==> config.mk <==
export PLATFORM = sky130hd
export DESIGN_NAME = core_block_ctrl_flat
export DESIGN_NICKNAME = d
export VERILOG_FILES = /design/src/rtl/gpgpu_int8_pkg.sv /design/src/rtl/core_block_ctrl_if.sv /design/src/rtl/core_block_ctrl.sv /design/src/flat_wrapper.sv
export SDC_FILE = /design/constraint.sdc
export NUM_CORES = 1
export LEC_CHECK = 0
export ABC_AREA = 1
export CAP_MARGIN = 40
export CORE_MARGIN = 2
export CORE_UTILIZATION = 25
export DETAILED_ROUTE_END_ITERATION = 10
export PLACE_DENSITY_LB_ADDON = 0.12
export SLEW_MARGIN = 25
export SYNTH_ARGS = -nofsm -noshare
export SYNTH_HDL_FRONTEND = slang
export SYNTH_SLANG_ARGS = --single-unit
export TNS_END_PERCENT = 20
==> constraint.sdc <==
create_clock -name clk -period 4.2 [get_ports clk]
set_input_delay 0.84 -clock clk [delete_from_list [all_inputs] [get_ports clk]]
set_output_delay 0.84 -clock clk [all_outputs]
set_load 0.1 [all_outputs]
==> src/rtl/gpgpu_int8_pkg.sv <==
// ----------------------------------------------------------------------------
// gpgpu_int8_pkg
//   Shared types and sizing for the core block controller.
//   - core_state_t : controller state encoding, also exported on core_state
//   - THREADS_PER_BLOCK, PC_BITS, INSTR_BITS, BLOCK_ID_BITS, BUSY_BITS
//   - tc_width()   : width of a thread count able to hold 0..THREADS_PER_BLOCK
// ----------------------------------------------------------------------------
package gpgpu_int8_pkg;

   localparam int THREADS_PER_BLOCK = 16;
   localparam int PC_BITS           = 8;
   localparam int INSTR_BITS        = 16;
   localparam int BLOCK_ID_BITS     = 8;
   localparam int BUSY_BITS         = 16;

   // One extra bit so a full block (count == THREADS_PER_BLOCK) is representable.
   function automatic int tc_width(input int threads);
      return $clog2(threads) + 1;
   endfunction

   localparam int TCW = tc_width(THREADS_PER_BLOCK);

   typedef enum logic [2:0] {
      ST_IDLE    = 3'd0,
      ST_FETCH   = 3'd1,
      ST_DECODE  = 3'd2,
      ST_REQUEST = 3'd3,
      ST_WAIT    = 3'd4,
      ST_EXECUTE = 3'd5,
      ST_UPDATE  = 3'd6,
      ST_DONE    = 3'd7
   } core_state_t;

endpackage

==> src/rtl/core_block_ctrl_if.sv <==
// ----------------------------------------------------------------------------
// core_block_ctrl_if
//   Instruction-memory fetch handshake between the core controller and imem.
//   imem_req   : fetch request, held until imem_ack
//   imem_addr  : fetch address (current pc)
//   imem_ack   : fetch complete, imem_data valid in this cycle
//   imem_data  : fetched instruction word
//   modport master : controller side
//   modport slave  : memory side
// ----------------------------------------------------------------------------
interface core_block_ctrl_if;
   import gpgpu_int8_pkg::*;

   logic                  imem_req;
   logic [PC_BITS-1:0]    imem_addr;
   logic                  imem_ack;
   logic [INSTR_BITS-1:0] imem_data;

   modport master (
      output imem_req,
      output imem_addr,
      input  imem_ack,
      input  imem_data
   );

   modport slave (
      input  imem_req,
      input  imem_addr,
      output imem_ack,
      output imem_data
   );

endinterface

==> src/rtl/core_block_ctrl.sv <==
// ----------------------------------------------------------------------------
// core_block_ctrl
//   Core-side end of the block-dispatch handshake. Latches the block on start,
//   then steps one instruction at a time through
//   FETCH -> DECODE -> REQUEST -> WAIT -> EXECUTE -> UPDATE until a RET retires,
//   after which done is held until the dispatcher resets the core.
// Ports
//   clk, reset        : clock, synchronous active-high reset
//   start             : block assigned (level, only looked at in IDLE)
//   block_id_in       : block index, latched on start
//   thread_count_in   : active thread count, latched (clamped) on start
//   block_id          : latched block index
//   thread_enable     : bit t set iff t < latched thread count
//   imem              : instruction fetch handshake (master side)
//   instr/instr_valid : captured instruction and its one-cycle DECODE pulse
//   is_ret            : decoder flag, instruction is RET
//   mem_pending       : per-thread LSU busy
//   next_pc           : per-thread next pc, thread t at [t*PC_BITS +: PC_BITS]
//   pc, core_state    : current pc and state encoding
//   busy_cycles       : saturating count of cycles spent in FETCH..UPDATE
//   done              : block finished
// ----------------------------------------------------------------------------
module core_block_ctrl
   import gpgpu_int8_pkg::*;
(
   input  logic                                 clk,
   input  logic                                 reset,
   input  logic                                 start,
   input  logic [BLOCK_ID_BITS-1:0]             block_id_in,
   input  logic [TCW-1:0]                       thread_count_in,
   output logic [BLOCK_ID_BITS-1:0]             block_id,
   output logic [THREADS_PER_BLOCK-1:0]         thread_enable,
   core_block_ctrl_if.master                    imem,
   output logic [INSTR_BITS-1:0]                instr,
   output logic                                 instr_valid,
   input  logic                                 is_ret,
   input  logic [THREADS_PER_BLOCK-1:0]         mem_pending,
   input  logic [THREADS_PER_BLOCK*PC_BITS-1:0] next_pc,
   output logic [PC_BITS-1:0]                   pc,
   output logic [2:0]                           core_state,
   output logic [BUSY_BITS-1:0]                 busy_cycles,
   output logic                                 done
);

   core_state_t                    state_r;
   core_state_t                    state_next_s;
   logic [BLOCK_ID_BITS-1:0]       block_id_r;
   logic [THREADS_PER_BLOCK-1:0]   thread_enable_r;
   logic [PC_BITS-1:0]             pc_r;
   logic [INSTR_BITS-1:0]          instr_r;
   logic                           instr_valid_r;
   logic                           imem_req_r;
   logic [BUSY_BITS-1:0]           busy_cycles_r;
   logic                           done_r;

   logic [TCW-1:0]                 count_clamped_s;
   logic [THREADS_PER_BLOCK-1:0]   enable_mask_s;
   logic                           wait_hold_s;
   logic                           busy_active_s;
   logic [PC_BITS-1:0]             next_pc_t0_s;
   logic                           unused_next_pc_s;

   // No divergence support: only thread 0's next pc is followed.
   assign next_pc_t0_s     = next_pc[PC_BITS-1:0];
   assign unused_next_pc_s = ^next_pc[THREADS_PER_BLOCK*PC_BITS-1:PC_BITS];

   // Pending loads on disabled threads must not stall the block.
   assign wait_hold_s   = |(mem_pending & thread_enable_r);
   assign busy_active_s = (state_r != ST_IDLE) && (state_r != ST_DONE);

   // Clamp the requested thread count and expand it into an enable mask.
   always_comb begin
      count_clamped_s = thread_count_in;
      enable_mask_s   = {THREADS_PER_BLOCK{1'b0}};
      if (thread_count_in > TCW'(THREADS_PER_BLOCK)) begin
         count_clamped_s = TCW'(THREADS_PER_BLOCK);
      end else begin
         count_clamped_s = thread_count_in;
      end
      for (int t = 0; t < THREADS_PER_BLOCK; t++) begin
         enable_mask_s[t] = (TCW'(t) < count_clamped_s);
      end
   end

   // Next-state logic of the block sequencer.
   always_comb begin
      state_next_s = state_r;
      case (state_r)
         ST_IDLE: begin
            if (start) begin
               if (count_clamped_s == {TCW{1'b0}}) begin
                  state_next_s = ST_DONE;
               end else begin
                  state_next_s = ST_FETCH;
               end
            end else begin
               state_next_s = ST_IDLE;
            end
         end
         ST_FETCH: begin
            if (imem.imem_ack) begin
               state_next_s = ST_DECODE;
            end else begin
               state_next_s = ST_FETCH;
            end
         end
         ST_DECODE:  state_next_s = ST_REQUEST;
         ST_REQUEST: state_next_s = ST_WAIT;
         ST_WAIT: begin
            if (wait_hold_s) begin
               state_next_s = ST_WAIT;
            end else begin
               state_next_s = ST_EXECUTE;
            end
         end
         ST_EXECUTE: state_next_s = ST_UPDATE;
         ST_UPDATE: begin
            if (is_ret) begin
               state_next_s = ST_DONE;
            end else begin
               state_next_s = ST_FETCH;
            end
         end
         ST_DONE:    state_next_s = ST_DONE;
         default:    state_next_s = ST_IDLE;
      endcase
   end

   // State register.
   always_ff @(posedge clk) begin
      if (reset) begin
         state_r <= ST_IDLE;
      end else begin
         state_r <= state_next_s;
      end
   end

   // Block context, fetch handshake, pc, status outputs and busy counter.
   always_ff @(posedge clk) begin
      if (reset) begin
         block_id_r      <= {BLOCK_ID_BITS{1'b0}};
         thread_enable_r <= {THREADS_PER_BLOCK{1'b0}};
         pc_r            <= {PC_BITS{1'b0}};
         instr_r         <= {INSTR_BITS{1'b0}};
         instr_valid_r   <= 1'b0;
         imem_req_r      <= 1'b0;
         busy_cycles_r   <= {BUSY_BITS{1'b0}};
         done_r          <= 1'b0;
      end else begin
         // Request is high exactly while the sequencer sits in FETCH.
         imem_req_r    <= (state_next_s == ST_FETCH);
         instr_valid_r <= (state_r == ST_FETCH) && imem.imem_ack;
         done_r        <= (state_next_s == ST_DONE);
         if (busy_active_s && (busy_cycles_r != 16'hFFFF)) begin
            busy_cycles_r <= busy_cycles_r + 16'd1;
         end
         case (state_r)
            ST_IDLE: begin
               if (start) begin
                  block_id_r      <= block_id_in;
                  thread_enable_r <= enable_mask_s;
                  pc_r            <= {PC_BITS{1'b0}};
               end
            end
            ST_FETCH: begin
               if (imem.imem_ack) begin
                  instr_r <= imem.imem_data;
               end
            end
            ST_UPDATE: begin
               if (!is_ret) begin
                  pc_r <= next_pc_t0_s;
               end
            end
            default: begin
            end
         endcase
      end
   end

   assign imem.imem_req  = imem_req_r;
   assign imem.imem_addr = pc_r;
   assign block_id       = block_id_r;
   assign thread_enable  = thread_enable_r;
   assign instr          = instr_r;
   assign instr_valid    = instr_valid_r;
   assign pc             = pc_r;
   assign core_state     = state_r;
   assign busy_cycles    = busy_cycles_r;
   assign done           = done_r;

endmodule

==> src/flat_wrapper.sv <==
// flat-port wrapper written by rule: the top's interface ports become plain ports
module core_block_ctrl_flat import gpgpu_int8_pkg::*;
  (clk, reset, start, block_id_in, thread_count_in, block_id, thread_enable, instr, instr_valid, is_ret, mem_pending, next_pc, pc, core_state, busy_cycles, done, imem_imem_req, imem_imem_addr, imem_imem_ack, imem_imem_data);
  core_block_ctrl_if imem_i ();
  input  logic clk;
  input  logic reset;
  input  logic start;
  input  logic [BLOCK_ID_BITS-1:0] block_id_in;
  input  logic [TCW-1:0] thread_count_in;
  output logic [BLOCK_ID_BITS-1:0] block_id;
  output logic [THREADS_PER_BLOCK-1:0] thread_enable;
  output logic [INSTR_BITS-1:0] instr;
  output logic instr_valid;
  input  logic is_ret;
  input  logic [THREADS_PER_BLOCK-1:0] mem_pending;
  input  logic [THREADS_PER_BLOCK*PC_BITS-1:0] next_pc;
  output logic [PC_BITS-1:0] pc;
  output logic [2:0] core_state;
  output logic [BUSY_BITS-1:0] busy_cycles;
  output logic done;
  output wire logic [$bits(imem_i.imem_req)-1:0] imem_imem_req;
  output wire logic [$bits(imem_i.imem_addr)-1:0] imem_imem_addr;
  input wire logic [$bits(imem_i.imem_ack)-1:0] imem_imem_ack;
  input wire logic [$bits(imem_i.imem_data)-1:0] imem_imem_data;
  assign imem_imem_req = imem_i.imem_req;
  assign imem_imem_addr = imem_i.imem_addr;
  assign imem_i.imem_ack = imem_imem_ack;
  assign imem_i.imem_data = imem_imem_data;
  core_block_ctrl u_core (.clk(clk), .reset(reset), .start(start), .block_id_in(block_id_in), .thread_count_in(thread_count_in), .block_id(block_id), .thread_enable(thread_enable), .imem(imem_i), .instr(instr), .instr_valid(instr_valid), .is_ret(is_ret), .mem_pending(mem_pending), .next_pc(next_pc), .pc(pc), .core_state(core_state), .busy_cycles(busy_cycles), .done(done));
endmodule
=== Yosys cells after proc, flatten, opt, wreduce, memory -nomap -nowiden ===
Cells that the tools add are included.

* Bits in registers: 70
* Input port bits: 178
* Logic and storage cells: 62

* Reductions and logical operators: 11
* $lt $le $gt $ge: 17
* Eq/ne operators: 13
* $add $sub $neg: 1
* Multiplexer cells: 10
* Bitwise gates (word level): 1

{| class="wikitable"
|+ Operators by type and width
! operator !! count
|-
| $lt A4 B5 Y1 const A || 8
|-
| $pmux W3 S8 || 1
|-
| $lt A3 B5 Y1 const A || 4
|-
| $add A16 B1 Y16 const B || 1
|-
| $and A16 B16 Y16 || 1
|-
| $mux W8 || 2
|-
| $ne A16 B16 Y1 const B || 1
|-
| $pmux W8 S2 || 1
|-
| $reduce_or A16 Y1 || 1
|-
| $eq A3 B3 Y1 const B || 5
|-
| $lt A1 B5 Y1 const A || 2
|-
| $lt A2 B5 Y1 const A || 2
|-
| $mux W3 || 3
|-
| $eq A3 B1 Y1 const B || 2
|-
| $eq A3 B2 Y1 const B || 2
|-
| $gt A5 B5 Y1 const B || 1
|-
| $logic_not A5 Y1 || 1
|-
| $mux W5 || 1
|-
| $ne A2 B2 Y1 const B || 2
|-
| $reduce_and A2 Y1 || 2
|-
| $logic_and A1 B1 Y1 || 3
|-
| $logic_not A3 Y1 || 1
|-
| $ne A3 B3 Y1 const B || 1
|-
| $reduce_and A3 Y1 || 1
|-
| 4 further kinds || 4
|}

=== Logic depth before layout (Yosys ltp) ===
Gate-level depths: netlist (run 1).

* Depth after elaboration: 7
* Mapped depth: 11
* Mapped depth without buffers: 10

=== Worst setup path after synthesis (run 1) ===
No wires, ideal clock.

* Path kind: register to register
* From: register u_core.busy_cycles_r[1] (netlist: u_core.busy_cycles[1])
* To: register u_core.busy_cycles_r[15] (netlist: u_core.busy_cycles[15])
* Library setup time: 119 ps
* Stages on the path, launching flop included: 10
* Arrival: 2214 ps
* Period minus slack after synthesis: 2333 ps
* Path slack: 1867 ps
* Cell sequence: dfxtp_1 > ha_1 > nand2_1 > nor2_1 > nand2_1 > nor2_2 > nor2_4 > buf_6 > a21oi_1 > nor2_1

* Longest elaborated chain between the ends: 2
* Elaborated cells on any way between the ends: 3
* Classes of those cells: 1 x add/sub; 1 x eq/ne; 1 x reduce/logical

{| class="wikitable"
|+ RTL lines
! item !! RTL line !! source
|-
| start: declaration || core_block_ctrl.sv:53 || <nowiki>logic [BUSY_BITS-1:0] busy_cycles_r;</nowiki>
|-
| start signal: assignment || core_block_ctrl.sv:147 || <nowiki>busy_cycles_r <= {BUSY_BITS{1'b0}};</nowiki>
|-
| start signal: assignment || core_block_ctrl.sv:155 || <nowiki>busy_cycles_r <= busy_cycles_r + 16'd1;</nowiki>
|-
| branches (longest 2 deep; another with $add A16 B1 Y16) || n/a ||
|}

Parallel ways; which one is timed is not known.
A chain may end at the register's enable or synchronous reset.

=== Worst setup path in the final report (run 1) ===
* From: register u_core.state_r[0] (netlist: u_core.core_state[0])
* To: output port core_state[0]

{| class="wikitable"
|+ RTL lines
! item !! RTL line !! source
|-
| start: declaration || core_block_ctrl.sv:45 || <nowiki>core_state_t state_r;</nowiki>
|-
| start signal: assignment || core_block_ctrl.sv:134 || <nowiki>state_r <= state_next_s;</nowiki>
|-
| end: declaration || flat_wrapper.sv:18 || <nowiki>output logic [2:0] core_state;</nowiki>
|}

No word-level cell between the ends.

==> results of run 1 <==
==> metal layers <==
layer / part of all wire [%] / GRT usage (%)
met1: 48 / 20.4
met2: 46 / 24.3
met3: 4.5 / 3.01
met4: 1.4 / 5.63
met5: 0 / 0
==> worst max path at each step <==
stage / to
2_1_floorplan: u_core.busy_cycles[15]
3_3_place_gp: u_core.instr[15]
3_5_place_dp: u_core.instr[7]
4_1_cts: core_state[0]
5_1_grt: core_state[0]
6_report: core_state[0]
==> layout by cell type, fill, tap and decap left out, drive strengths merged <==
cell           count
buf               81
nand3b             3
inv               35
a21oi             40
nand4              5
o21bai             2
ha                 1
xnor2              1
nor3               5
nand2            114
clkinvlp           2
clkinv             3
clkbuf            10
o211a              1
dfxtp             70
clkdlybuf4s50    135
o21ai             32
bufinv             1
nor2              92
xor2               1
nand3             20
o31ai              2
==> flip-flops by register name, summed over array words and instances (netlist names) <==
register and cells:
u_core.busy_cycles 16, u_core.done 1, u_core.imem.imem_req 1, u_core.instr_valid 1, u_core.core_state 3, u_core.thread_enable 16
u_core.instr 16, u_core.block_id 8, u_core.imem.imem_addr 8
==> through the flow <==
stage	hold slack, ps	utilization, %	setup slack [ps]
floorplan	883	-	1870
global placement	453	37.7	1510
detailed placement	457	48.4	1440
CTS	466	50.9	1620
global route	495	51.0	1580
finish	464	51.0	1620
==> worst max-delay path, cell delays in order, from the launching register on <==
cell and delay [ps]:
dfxtp_1 540, clkdlybuf4s50_1 670, buf_16 200
==> logic make-up after synthesis <==
group           after synthesis  synth area share (%)
flops                        70                  44.6
fa+ha+maj                     1                 0.398
buf+inv                      57                  8.84
simple gates                239                  32.2
xor+xnor                      2                 0.557
compound gates               77                  13.5
==> synthesized netlist by cell type, types with 2 or more instances <==
master and count:
a21oi_1 38, buf_2 4, buf_4 8, buf_6 3, clkbuf_1 6, dfxtp_1 70, inv_1 27, inv_2 5
inv_4 2, nand2_1 113, nand3_1 19, nand3b_1 3, nand4_1 5, nor2_1 85, nor2_2 4, nor2_4 3
nor3_1 4, o21ai_0 22, o21ai_1 8, o21ai_2 2, o21bai_1 2, o31ai_1 2
==> power by group through the flow <==
stage	Clock, W	Combinational (W)	Sequential (W)
2_1_floorplan	0	0.000486	0.00156
3_3_place_gp	0	0.00152	0.000866
3_5_place_dp	0	0.00197	0.000866
4_1_cts	0.000789	0.00198	0.000853
5_1_grt	0.000815	0.00206	0.000866
6_report	0.000765	0.00197	0.000853
==> layout make-up <==
cell class	instances	area, um2
clock buffer	10	229
clock inverter	6	71.3
fill	1140	5960
inverter	35	138
multi-input combinational	319	1460
sequential	70	1400
tap	168	210
timing repair buffer	216	2690
==> results.cfg, run 1 <==
[yosys]
synthCells = 446
synth_ff_type = dfxtp_1
syn_area_um2 = 3140
ys_seq_area_share_pct = 44.6
postSynthAreaPerCell_um2 = 7.05
ys_seq_elements = 70
synth_edf_count = 0
synth_top_cell_by_area = dfxtp_1
syn_nets = 625
netlist.area_leader.share_pct = 44.6
synth_cell_types = 33
synth-warning-count = 0
synth_area_leaders = dfxtp_1, nand2_1, nor2_1
ys_async_sr_fraction_pct = 0

[power_and_ir_drop]
combinationalPowerShare_pct = 54.8
switching_share_pct = 45.8
ir_drop_v = 0.000272
switching_power_w = 0.00164
power.total_w = 0.00358
power_frac_seq_pct = 23.8
internal_power_w = 0.00194
clkPwrFrac_pct = 21.4
p_leak_nw = 2.51
p_per_area_nw_per_um2 = 578

[global_routing]
grt_pass1_wl_mm = 16.2
grt_pass1_vias = 3393
grt_usage_pct = 15.2
grt_antenna_before_repair = 0
grt_max_degree = 27
gr-total-overflow = 0

[final_layout]
area_growth_syn_to_layout_pct = 97.4
layout.cells.non_filler = 824
drive_above_1_share_pct = 18.0
fin_nets = 830
antennaDiodeCount = 0
design_area_um2 = 6200

[clocking]
clk_pin_slew_worst_paths_ps = 60
postCtsResizedCells = 0
holdBufCountCts = 0
clockRootBuffer = clkbuf_16
cts_buffers = 9
clockBufferDepth = 2
post_cts_buffers = 0
clkSinkCount = 70
htree_levels = 3
clock_latency_ps = 330
cts_tree = built

[outcome]
outcome = finished clean

[hold_path]
whs_path_depth = 2
min_path_type = reg -> reg
whs_endpoint = u_core.block_id[5]
hold_start = u_core.block_id[5]

[placement]
routabilityCongestion = 0.782
io_buffers = 135
dp_hpwl_mm = 7.57
place_inst = 807
dpl-instance-area_um2 = 5890

[worst_setup_path]
reg2reg_slack_ps = 2300
startpoint_type = flip-flop
reg2regPathDepth = 9
crit_required_ps = 3360
cp_max_fo = 7
path_class = reg -> out
cp-end-kind = output pin
critPathArrivalTime_ps = 1740
r2r-end = u_core.done
critPathLaunch = u_core.core_state[0]
crit-reg2reg-launch = u_core.core_state[0]

[drt]
viasPerCell = 4.33
drt-pass1-iter-count = 6
vias = 3566
wirelength_mm = 9.99
drtIter0Drc = 112
wl_per_cell_um = 12.1
drc = 0
drt.antenna.violating_nets = 0

[timing]
worst_slew_margin_rel_pct = 56.5
slew_violations = 0
finalCriticalPeriod_ps = 2580
setup-tns-final_ps = 0
fin_crit_sh_pct = 61.3
skew_ps = 9.51
worstMarginPinSlew_ps = 652
hold_violations = 0
rsz0062_at_grt = no
timing.fmax_mhz = 388
setup_viol = 0

[floorplan]
core_area_um2 = 12200
dieArea_um2 = 13500
row_count = 40
ios = 256
die_h_um = 116
dieWidth_um = 116
start_util_pct = 25.8

[job]
cap_violations = 0
No activity file was read; power rests on OpenSTA's default activity.
==> inputs of run 2 (changes only) <==
==> constraint.sdc (replaced) <==
create_clock -name clk -period 2.4 [get_ports clk]
set_input_delay 0.48 -clock clk [delete_from_list [all_inputs] [get_ports clk]]
set_output_delay 0.48 -clock clk [all_outputs]
set_load 0.1 [all_outputs]
==> results.cfg, run 2 (synthesis gave the netlist of run 1 again) <==
[worst_setup_path]
cpPeakStageDelay_ps = 500
path_cells = clkdlybuf4s50_1 > nor2_2 > nand2_1 > nor2_1 > nand3b_1 > nand2_1 > nand2_1 > nor2_1 > nand2_1 > inv_1
crit_required_ps = 2670
cp_max_fo = 5
startpoint_type = primary input
crit_family = simple AND/OR/NAND/NOR gates
critPathArrivalTime_ps = 2110
crit_buf_inv = 2
cpMostUsedCell = nand2_1
cp-end-kind = flip-flop
slowest_stage = clkdlybuf4s50_1
path_class = in -> reg

[timing]
rsz0062_at_grt = no
finalCriticalPeriod_ps = 1840
setup-tns-final_ps = 0
hold_violations = 0
setup_viol = 0
worst_slew_margin_rel_pct = 70.8
fin_crit_sh_pct = 76.8
skew_ps = 5.19
worstMarginPinSlew_ps = 437
timing.fmax_mhz = 543
slew_violations = 0

[floorplan]
die_h_um = 116
dieWidth_um = 116
ios = 256
row_count = 40
dieArea_um2 = 13500
core_area_um2 = 12200
start_util_pct = 25.8

[global_routing]
gr-total-overflow = 0
grt_max_degree = 27
grt_usage_pct = 14.1
grt_pass1_vias = 2980
grt_antenna_before_repair = 0
grt_pass1_wl_mm = 14.8

[drt]
wl_per_cell_um = 12.4
drtIter0Drc = 123
drc = 0
viasPerCell = 4.27
drt-pass1-iter-count = 4
drt.antenna.violating_nets = 0
wirelength_mm = 9.31
vias = 3194

[clocking]
holdBufCountCts = 0
postCtsResizedCells = 0
htree_levels = 3
clkSinkCount = 70
clk_pin_slew_worst_paths_ps = 60
post_cts_buffers = 0
clockBufferDepth = 2
cts_buffers = 9
clockRootBuffer = clkbuf_16
clock_latency_ps = 320
cts_tree = built

[power_and_ir_drop]
p_per_area_nw_per_um2 = 1170
ir_drop_v = 0.000460
p_leak_nw = 2.05

[final_layout]
design_area_um2 = 4720
finalCoreUtilization_pct = 38.8
fin_nets = 754
final_common_cell = nand2_1
drive_above_1_share_pct = 20.3
layout_common_cells = nand2_1, nor2_1, buf_4
antennaDiodeCount = 0
area_growth_syn_to_layout_pct = 50.3

[placement]
dp_hpwl_mm = 6.98
dpl-instance-area_um2 = 4410
routabilityCongestion = 0.742
io_buffers = 135

[job]
cap_violations = 0

[outcome]
outcome = finished clean

[hold_path]
min_path_type = reg -> reg
## run 2: changes by cell type in the layout (fill, tap and decap cells not counted), moves of 2 or more
cell	delta
buf_16	-11
clkinv_4	-2
buf_4	+81
clkbuf_1	+2
buf_8	-68
clkdlybuf4s50_1	-78
## run 2: final timing paths
kind,slack [ps],end,from,depth (start not counted)
max,560,u_core.done,thread_count_in[4],10
min,460,u_core.block_id[4],u_core.block_id[4],2
max reg2reg,620,u_core.busy_cycles[7],u_core.busy_cycles[1],8
min reg2reg,460,u_core.block_id[4],u_core.block_id[4],2
## run 2: area by class of cell
cell class | count | area [um2]
fillers | 1321 | 7440
multi-input cells | 319 | 1460
flip-flops and latches | 70 | 1400
repair buffers | 140 | 1190
clock buffers | 13 | 250
well taps | 168 | 210
inverters | 35 | 138
clock inverters | 3 | 67.6
## run 2: tightest hold or removal path, stage by stage, from the launching register on
cell	delay, ps
dfxtp_1	310
nand2_1	60
a21oi_1	50
## run 2: through the flow
step | cells | power, W | worst slack [ps] | hold WS [ps]
after detailed placement | 732 | 0.00414 | 234 | 460
after floorplan | 446 | 0.00358 | 67.0 | 624
final | 748 | 0.00551 | 557 | 463
after global routing | 748 | 0.00578 | 307 | 488
after global placement | 732 | 0.00413 | 222 | 454
after CTS | 748 | 0.00559 | 572 | 469
## run 2: where the power goes
part | switching (W) | internal (W)
sequential | 0.000156 | 0.00134
combinational | 0.00204 | 0.000553
clock | 0.000480 | 0.000939
## run 2: per-layer routing
layer	vias to the layer above	share of wire (%)	track usage, %
li1	1674	-	-
met1	1415	49	19.7
met2	91	43	20.9
met3	14	6.2	3.37
met4	0	1.8	6.03
met5	-	0	0
